$ cat config.mk
export PLATFORM = sky130hd
export DESIGN_NAME = acc_serial_receiver
export DESIGN_NICKNAME = d
export VERILOG_FILES = /design/src/rtl/acc_serial_receiver.sv
export SDC_FILE = /design/constraint.sdc
export NUM_CORES = 1
export LEC_CHECK = 0
export BUFFER_PORTS_ARGS = -buffer_cell sky130_fd_sc_hd__buf_2
export CAP_MARGIN = 30
export CORE_MARGIN = 1
export CORE_UTILIZATION = 33
export CTS_BUF_LIST = sky130_fd_sc_hd__clkbuf_4 sky130_fd_sc_hd__clkbuf_8 sky130_fd_sc_hd__clkbuf_16
export CTS_CLUSTER_SIZE = 14
export DETAILED_ROUTE_END_ITERATION = 10
export PLACE_DENSITY = 0.47
export SYNTH_ARGS = -nofsm -noshare
export SYNTH_HDL_FRONTEND = slang
export SYNTH_SLANG_ARGS = --single-unit
export TNS_END_PERCENT = 50
$ cat constraint.sdc
create_clock -name clk -period 4.5 [get_ports clk]
set_input_delay 0.675 -clock clk [delete_from_list [all_inputs] [get_ports clk]]
set_output_delay 0.675 -clock clk [all_outputs]
set_load 0.005 [all_outputs]
$ cat src/rtl/acc_serial_receiver.sv
// Receive end of the accumulator readout link: rebuilds parallel words from the serialStart /
// serialIn stream and hands them out through a first-word fall-through FIFO.
module acc_serial_receiver #(
   parameter int unsigned ACC_WIDTH  = 16,
   parameter int unsigned NUM_WORDS  = 4,
   parameter int unsigned FIFO_DEPTH = 4,
   localparam int unsigned IdxW      = (NUM_WORDS > 1) ? $clog2(NUM_WORDS) : 1
) (
   input  logic                 clk,
   input  logic                 reset_n,
   input  logic                 serialStart,
   input  logic                 serialIn,
   input  logic                 clearFlags,
   output logic [ACC_WIDTH-1:0] wordData,
   output logic [IdxW-1:0]      wordIndex,
   output logic                 wordValid,
   input  logic                 wordReady,
   output logic                 frameDone,
   output logic [15:0]          frameCount,
   output logic                 overflow,
   output logic                 framingError
);

   localparam int unsigned BitW = $clog2(ACC_WIDTH);
   localparam int unsigned PtrW = $clog2(FIFO_DEPTH);
   localparam int unsigned CntW = PtrW + 1;
   localparam logic [BitW-1:0] LastBit  = BitW'(ACC_WIDTH - 1);
   localparam logic [IdxW-1:0] LastWord = IdxW'(NUM_WORDS - 1);
   localparam logic [CntW-1:0] Depth    = CntW'(FIFO_DEPTH);

   typedef enum logic [0:0] {StIdle, StShift} state_e;
   typedef logic [IdxW+ACC_WIDTH-1:0] entry_t;

   state_e               state_q, state_d;
   logic [ACC_WIDTH-1:0] shift_q, assembled;
   logic [BitW-1:0]      bit_cnt_q;
   logic [IdxW-1:0]      word_cnt_q;
   logic                 last_bit, last_word;
   logic                 load, mid_err, push, frame_end;
   logic                 frame_done_q, overflow_q, framing_error_q;
   logic [15:0]          frame_count_q;

   entry_t               mem_q [FIFO_DEPTH];
   logic [PtrW-1:0]      wr_ptr_q, rd_ptr_q;
   logic [CntW-1:0]      count_q;
   logic                 empty, full, pop, do_push, ovf_set;

   assign assembled = {shift_q[ACC_WIDTH-2:0], serialIn};
   assign last_bit  = (bit_cnt_q == LastBit);
   assign last_word = (word_cnt_q == LastWord);

   always_ff @(posedge clk or negedge reset_n) begin
      if (!reset_n) begin
         state_q <= StIdle;
      end else begin
         state_q <= state_d;
      end
   end

   always_comb begin
      state_d = state_q;
      case (state_q)
         StIdle:  if (serialStart) state_d = StShift;
         StShift: if (!serialStart && last_bit && last_word) state_d = StIdle;
         default: state_d = StIdle;
      endcase
   end

   // Any start seen while shifting is mid-frame: a legal back-to-back start always lands in idle.
   always_comb begin
      load      = serialStart;
      mid_err   = 1'b0;
      push      = 1'b0;
      frame_end = 1'b0;
      case (state_q)
         StShift: begin
            mid_err   = serialStart;
            push      = !serialStart && last_bit;
            frame_end = !serialStart && last_bit && last_word;
         end
         default: ;
      endcase
   end

   always_ff @(posedge clk or negedge reset_n) begin
      if (!reset_n) begin
         shift_q         <= '0;
         bit_cnt_q       <= '0;
         word_cnt_q      <= '0;
         frame_done_q    <= 1'b0;
         frame_count_q   <= '0;
         overflow_q      <= 1'b0;
         framing_error_q <= 1'b0;
      end else begin
         if (load) begin
            shift_q    <= ACC_WIDTH'(serialIn);
            bit_cnt_q  <= BitW'(1);
            word_cnt_q <= '0;
         end else if (state_q == StShift) begin
            shift_q <= assembled;
            if (push) begin
               bit_cnt_q  <= '0;
               word_cnt_q <= frame_end ? '0 : word_cnt_q + IdxW'(1);
            end else begin
               bit_cnt_q <= bit_cnt_q + BitW'(1);
            end
         end
         frame_done_q    <= frame_end;
         frame_count_q   <= frame_count_q + 16'(frame_end);
         overflow_q      <= (overflow_q & ~clearFlags) | ovf_set;
         framing_error_q <= (framing_error_q & ~clearFlags) | mid_err;
      end
   end

   assign empty   = (count_q == '0);
   assign full    = (count_q == Depth);
   assign pop     = !empty && wordReady;
   assign do_push = push && (!full || pop);
   assign ovf_set = push && full && !pop;

   always_ff @(posedge clk or negedge reset_n) begin
      if (!reset_n) begin
         wr_ptr_q <= '0;
         rd_ptr_q <= '0;
         count_q  <= '0;
      end else begin
         if (do_push) wr_ptr_q <= wr_ptr_q + PtrW'(1);
         if (pop)     rd_ptr_q <= rd_ptr_q + PtrW'(1);
         case ({do_push, pop})
            2'b10:   count_q <= count_q + CntW'(1);
            2'b01:   count_q <= count_q - CntW'(1);
            default: count_q <= count_q;
         endcase
      end
   end

   // Storage needs no reset: the head is masked while the FIFO is empty.
   always_ff @(posedge clk) begin
      if (do_push) mem_q[wr_ptr_q] <= {word_cnt_q, assembled};
   end

   assign wordValid               = !empty;
   assign {wordIndex, wordData}   = empty ? '0 : mem_q[rd_ptr_q];
   assign frameDone               = frame_done_q;
   assign frameCount              = frame_count_q;
   assign overflow                = overflow_q;
   assign framingError            = framing_error_q;

endmodule

==> flow_summary.yaml, run 1 <==
timing:
  setup_viol: 0
  finalClockSkew_ns: 0.0105
  max_slew_margin: 0.377
  timing.hold.ws_ns: 0.381
  maxSlewViolCount: 0
  fin_tns_setup_ns: 0
  rsz0062_at_grt: "no"
  hold_viol: 0
  timing.final.crit_share: 0.642
  fin_crit_ns: 2.89
  layout_setup_ws_ns: 1.61
  timing.fmax_mhz: 346
  timing_worst_slew_pin_value_ns: 0.934
clock_network:
  cts-buffers-inserted: 17
  insertion_delay_ns: 0.41
  cts_clk_pin_slew_worst_paths_ns: 0.05
  clock_sink_count: 120
  cts_resized: 0
  cts.root.buffer_cell: "sky130_fd_sc_hd__clkbuf_16"
  cts_setup_buffers: 0
  hold_bufs_at_cts: 0
  cts_tree: "yes"
  clock_path_buffers: 2
  htreeDepth: 4
setup_path:
  timing.setup.critical_path_class: "reg -> out"
  startpoint_type: "register"
  worstPathMaxFanout: 23
  buffer_and_inverter_count_on_the_worst_path: 1
  worst-r2r-setup-slack_ns: 1.80
  crit_path_top_delay_cell: "sky130_fd_sc_hd__nand2_1"
  worst-r2r-cell-count: 6
  path_delay_family: "simple AND/OR/NAND/NOR gates"
  critical_path.endpoint_type: "output port"
  number_of_cells_on_the_critical_path: 4
  crit_required_ns: 3.83
  worst_endpoint_data_arrival_time_ns: 2.21
  crit_path_max_incr_delay_ns: 0.58
  crit_path_cell_trace: "nor2_1 > nand2_1 > and2_1 > buf_2"
die:
  floorplan.initialDensity: 0.339
  design.portCount: 44
  fp-row-count: 44
  die_height_um: 124
  floorplan.core_area_mm2: 0.0145
  die_width_um: 124
  die_area_mm2: 0.0154
detailed_routing:
  route.vias.total: 2718
  total_length_of_routed_met2_wires_um: 4450
  drc: 0
  drtIter0Drc: 163
  post_drt_via_cell_ratio: 4.82
  drt_pre_antenna_iters: 4
  m1WireLength_um: 4020
  dr_wl_met3_um: 397
  route.top_layer_used: "met4"
  avgRoutedWirePerCell_um: 16.0
  wirelength_um: 9010
  detail-route-antenna-nets: 0
finish:
  area_growth_from_synthesis_to_layout_pct: 21.5
  filler_cell_count: 1377
  nNetsFinal: 382
  antenna-diode-count: 0
  layoutNonFillerInstCount: 564
  fin_area_mm2: 0.00599
  drive_above_1_share: 0.274
  final-seq-area_mm2: 0.00336
  fin_util: 0.412
  multi_input_area_mm2: 0.00146
global_routing:
  grtUsageTotal: 0.129
  overall_overflow_remaining_after_global_route: 0
  grt_first_pass_wirelength_um: 15000
  grt_antenna_before_repair: 0
  grt_start_max_net_pins: 49
  first_global_vias: 2915
logic_synthesis:
  synth_enable_flop_cells: 72
  synth-warning-count: 0
  cell_count_after_synthesis: 313
  syn-num-nets: 328
  yosysSeqAreaShare: 0.682
  synthTopCellsByArea: "sky130_fd_sc_hd__edfxtp_1, sky130_fd_sc_hd__dfrtp_1, sky130_fd_sc_hd__mux4_2"
  synth_area_per_cell_um2: 15.8
  synth_area_leader_cell: "sky130_fd_sc_hd__edfxtp_1"
  synth_async_sr_flop_share: 0.400
  synth_top_cell_area_share: 0.438
  synth_cell_type_count: 35
  synthesis.area_mm2: 0.00493
  postSynth.topFlopCell: "sky130_fd_sc_hd__edfxtp_1"
  flop_and_latch_count_out_of_synthesis: 120
placement:
  dp.cells: 530
  place_worst_setup_slack_ns: 1.30
  placed_area_mm2: 0.00534
  port_buffers: 43
  detailedPlacementHpwl_um: 5750
  routabilityCongestion: 0.698
power_and_ir_drop:
  total_leakage_power_nw: 2.56
  p_per_area_mw_per_mm2: 521
  power.ir.vdd_worst_uv: 219
  fin_total_pwr_mw: 3.12
worst_hold_path:
  min_path_type: "in -> async"
job:
  max-cap-violations: 0
outcome:
  outcome: "finished clean"
==> cell type report <==
class	count	share of cell area
Tap cell	184	0.0384
Clock buffer	23	0.0796
Inverter	8	0.00501
Sequential cell	120	0.561
Multi-Input combinational cell	171	0.244
Timing Repair Buffer	49	0.0503
Clock inverter	9	0.0211
==> path summary, 6_finish.rpt <==
check | start | endpoint
worst min-delay path | reset_n | frameCount[0]
worst min register to register | frameCount[15] | frameCount[15]
worst max register to register | count_q[1] | count_q[1]
worst max-delay path | count_q[1] | wordData[15]
max in group asynchronous | reset_n | count_q[1]
min in group clk | frameCount[15] | frameCount[15]
==> layer usage <==
layer	vias up	global-route usage
met5	-	0
met3	10	0.0444
li1	1268	-
met4	0	0.0574
met2	53	0.204
met1	1387	0.158
==> kinds of logic after synthesis <==
| family | after synthesis | share of synthesized area |
|---|---|---|
| buffers and inverters | 22 | 0.0211 |
| flip-flops | 120 | 0.682 |
| adder cells (fa/ha/maj) | 9 | 0.0244 |
| AND/OR/NAND/NOR | 90 | 0.0934 |
| AO/OA/AOI/OAI | 17 | 0.0264 |
| multiplexers | 35 | 0.117 |
| XOR/XNOR | 20 | 0.0355 |
==> placed cells by master, fill, tap and decap left out, types with 7 or more instances in the layout <==
cell type,netlist,routed
sky130_fd_sc_hd__and2_1,23,23
sky130_fd_sc_hd__buf_2,5,43
sky130_fd_sc_hd__clkbuf_16,0,18
sky130_fd_sc_hd__dfrtp_1,48,48
sky130_fd_sc_hd__edfxtp_1,72,72
sky130_fd_sc_hd__ha_1,8,8
sky130_fd_sc_hd__inv_1,8,8
sky130_fd_sc_hd__mux2i_1,15,15
sky130_fd_sc_hd__mux4_2,18,18
sky130_fd_sc_hd__nand2_1,13,13
sky130_fd_sc_hd__nand3_1,12,12
sky130_fd_sc_hd__nor2_1,22,22
sky130_fd_sc_hd__xnor2_1,13,13
sky130_fd_sc_hd__xor2_1,7,7
==> worst reg2reg max path, cell delays in order, from the launching register on <==
cell                       delay (ns)
sky130_fd_sc_hd__dfrtp_1         0.39
sky130_fd_sc_hd__nor2_1          0.37
sky130_fd_sc_hd__nand2_1         0.58
sky130_fd_sc_hd__nand3_1         0.29
sky130_fd_sc_hd__fa_1            0.47
sky130_fd_sc_hd__a311o_1         0.30
sky130_fd_sc_hd__a221oi_2        0.21
==> state kept, by name, indices dropped and copies added (netlist names) <==
register / cells
bit_cnt_q: 4
mem_q: 72
frameDone: 1
framingError: 1
rd_ptr_q: 2
shift_q: 15
word_cnt_q: 2
frameCount: 16
wr_ptr_q: 2
count_q: 3
state_q: 1
overflow: 1
==> Yosys cell counts, drive strengths merged (3+ instances only) <==
library cell and number:
a21oi 5, inv 8, dfrtp 48, nor2 22, nand2 13, xnor2 13, nand4 5, clkbuf 7
ha 8, buf 7, xor2 7, edfxtp 72, nand3 12, nor3 3, mux4 18, and3 5
and2 23, mux2i 15
==> power by group <==
group	internal, mW	leakage [nW]	switching (mW)
sequential	1.19	1.32	0.0579
clock	0.911	0.302	0.448
combinational	0.275	0.946	0.240
total	2.37	2.56	0.746
No activity file was read; power rests on OpenSTA's default activity.
==> inputs of run 2 (changes only) <==
- clock period: 4.5 -> 3 ns (I/O delays scaled with it)
==> run 2 against run 1 <==
Against the previous run:
- first-iteration DRC count is 67% higher
- final area is 0.61% higher
- global-route usage is 0.33 points higher
- sequential power is 46% higher
- sequential share of layout area is 0.34 points lower
- clock power is 57% higher
- routed wire length is 4.6% higher
- largest power group unchanged
- critical path depth stayed put
- combinational power is 63% higher
- cell count is 1.1% higher
- critical endpoint is now wordIndex[0]
- register-to-register slack worse by 1.1 ns
==> flow_summary.yaml, run 2 (synthesis gave the netlist of run 1 again) <==
outcome:
  outcome: "finished clean"
power_and_ir_drop:
  fin_total_pwr_mw: 4.81
  internal_power_mw: 3.65
  p_per_area_mw_per_mm2: 798
  sw_frac_of_total: 0.240
  p_switching_mw: 1.16
  power.ir.vdd_worst_uv: 297
  total_leakage_power_nw: 2.59
  power.clock.fraction: 0.446
  sequential_group_share_of_total_power: 0.379
  share_comb_of_total_power: 0.175
setup_path:
  crit_path_top_delay_cell: "sky130_fd_sc_hd__mux4_2"
  worstSetupStartpoint: "rd_ptr_q[0]"
  critical_path.endpoint_type: "output port"
  startpoint_type: "register"
  worstPathMaxFanout: 18
  startpoint_of_the_lowest_slack_register_to_register_path: "bit_cnt_q[0]"
  crit_path_cell_trace: "buf_4 > mux4_2 > and2_1 > buf_2"
  worst-r2r-cell-count: 7
  worst-r2r-setup-slack_ns: 0.67
  crit_required_ns: 2.55
  timing.rr.end: "count_q[1]"
  worst_endpoint_data_arrival_time_ns: 2.02
  timing.setup.critical_path_class: "reg -> out"
  crit_path_max_incr_delay_ns: 0.57
die:
  floorplan.initialDensity: 0.339
  die_height_um: 124
  floorplan.core_area_mm2: 0.0145
  design.portCount: 44
  die_area_mm2: 0.0154
  fp-row-count: 44
  die_width_um: 124
timing:
  setup_viol: 0
  timing.final.crit_share: 0.824
  finalClockSkew_ns: 0.00790
  max_slew_margin: 0.650
  fin_crit_ns: 2.47
  hold_viol: 0
  layout_setup_ws_ns: 0.529
  timing.fmax_mhz: 405
  timing_worst_slew_pin_value_ns: 0.525
  maxSlewViolCount: 0
  fin_tns_setup_ns: 0
  rsz0062_at_grt: "no"
clock_network:
  cts-buffers-inserted: 17
  htreeDepth: 4
  clock_path_buffers: 2
  cts_setup_buffers: 0
  cts_clk_pin_slew_worst_paths_ns: 0.05
  cts_tree: "yes"
  insertion_delay_ns: 0.41
  clock_sink_count: 120
  cts.root.buffer_cell: "sky130_fd_sc_hd__clkbuf_16"
finish:
  filler_cell_count: 1344
  multi_input_area_mm2: 0.00146
  layoutNonFillerInstCount: 570
  drive_above_1_share: 0.280
  fin_area_mm2: 0.00603
  area_growth_from_synthesis_to_layout_pct: 22.3
  most_frequent_cells_in_the_layout: "sky130_fd_sc_hd__edfxtp_1, sky130_fd_sc_hd__dfrtp_1, sky130_fd_sc_hd__buf_2"
  layout_commonest_cell: "sky130_fd_sc_hd__edfxtp_1"
  largest_reg_flops: 72
  antenna-diode-count: 0
  final-seq-area_mm2: 0.00336
  registers.top_by_ff_count: "mem_q"
  nNetsFinal: 388
global_routing:
  grt_start_max_net_pins: 41
  grtUsageTotal: 0.132
  grt_antenna_before_repair: 0
  overall_overflow_remaining_after_global_route: 0
  grt_first_pass_wirelength_um: 15300
  first_global_vias: 2814
placement:
  place_worst_setup_slack_ns: 0.673
  routabilityCongestion: 0.794
  placed_area_mm2: 0.00539
  dp.cells: 537
  detailedPlacementHpwl_um: 5650
  port_buffers: 43
detailed_routing:
  detail-route-antenna-nets: 0
  drc: 0
  drtIter0Drc: 273
  avgRoutedWirePerCell_um: 16.5
  drt_pre_antenna_iters: 4
  wirelength_um: 9420
  post_drt_via_cell_ratio: 4.74
  route.vias.total: 2701
worst_hold_path:
  worstHoldEndpoint: "framingError"
  origin_of_the_worst_min_delay_path: "clearFlags"
  min_path_type: "in -> reg"
  timing.hold.worst_path_depth: 2
job:
  max-cap-violations: 0
[run 2: worst max-delay path by stage]
stage / to / slack (ns) / cells past startpoint
floorplan: count_q[1] / 0.83 / 8
CTS: wordData[1] / 0.48 / 4
finish: wordIndex[0] / 0.53 / 4
detailed placement: count_q[1] / 0.67 / 7
global placement: count_q[1] / 0.75 / 7
global route: wordData[4] / 0.42 / 4
[run 2: worst max-delay path: cells and delay by family, from the launching register on]
kind / cells / cell delay (ns)
buffers and inverters: 2 / 0.49
flip-flops: 1 / 0.38
multiplexers: 1 / 0.57
AND/OR/NAND/NOR: 1 / 0.17
[run 2: timing repair]
item,CTS,global route
hold endpoints to repair,8,0
hold buffers,1,0
gates resized for setup,0,0
[run 2: area by class of cell]
type                    count  area share
clock buffers              20      0.0764
clock inverters            12      0.0286
inverters                   8     0.00498
multi-input cells         171       0.243
flip-flops and latches    120       0.558
well taps                 184      0.0382
repair buffers             55      0.0511
[run 2: stage by stage]
| stage | util | hold WS, ns |
|---|---|---|
| after floorplan | - | 0.154 |
| after global placement | 0.371 | 0.350 |
| after detailed placement | 0.371 | 0.348 |
| after CTS | 0.415 | 0.227 |
| after global routing | 0.415 | 0.257 |
| final | 0.415 | 0.242 |
[run 2: routing by layer]
metal  track usage  up-vias  wire (µm)
li1              -     1277          -
met1         0.164     1351       4350
met2         0.212       59       4550
met3        0.0435       14        377
met4        0.0553        0        143
met5             0        -          0
[run 2: power by group through the flow]
stage | clock network [mW] | registers (mW) | logic (mW)
finish | 2.14 | 1.82 | 0.842
global route | 2.26 | 1.83 | 0.932
CTS | 2.19 | 1.82 | 0.877
detailed placement | 0 | 1.85 | 0.874
global placement | 0 | 1.85 | 0.873
floorplan | 0 | 1.84 | 0.596
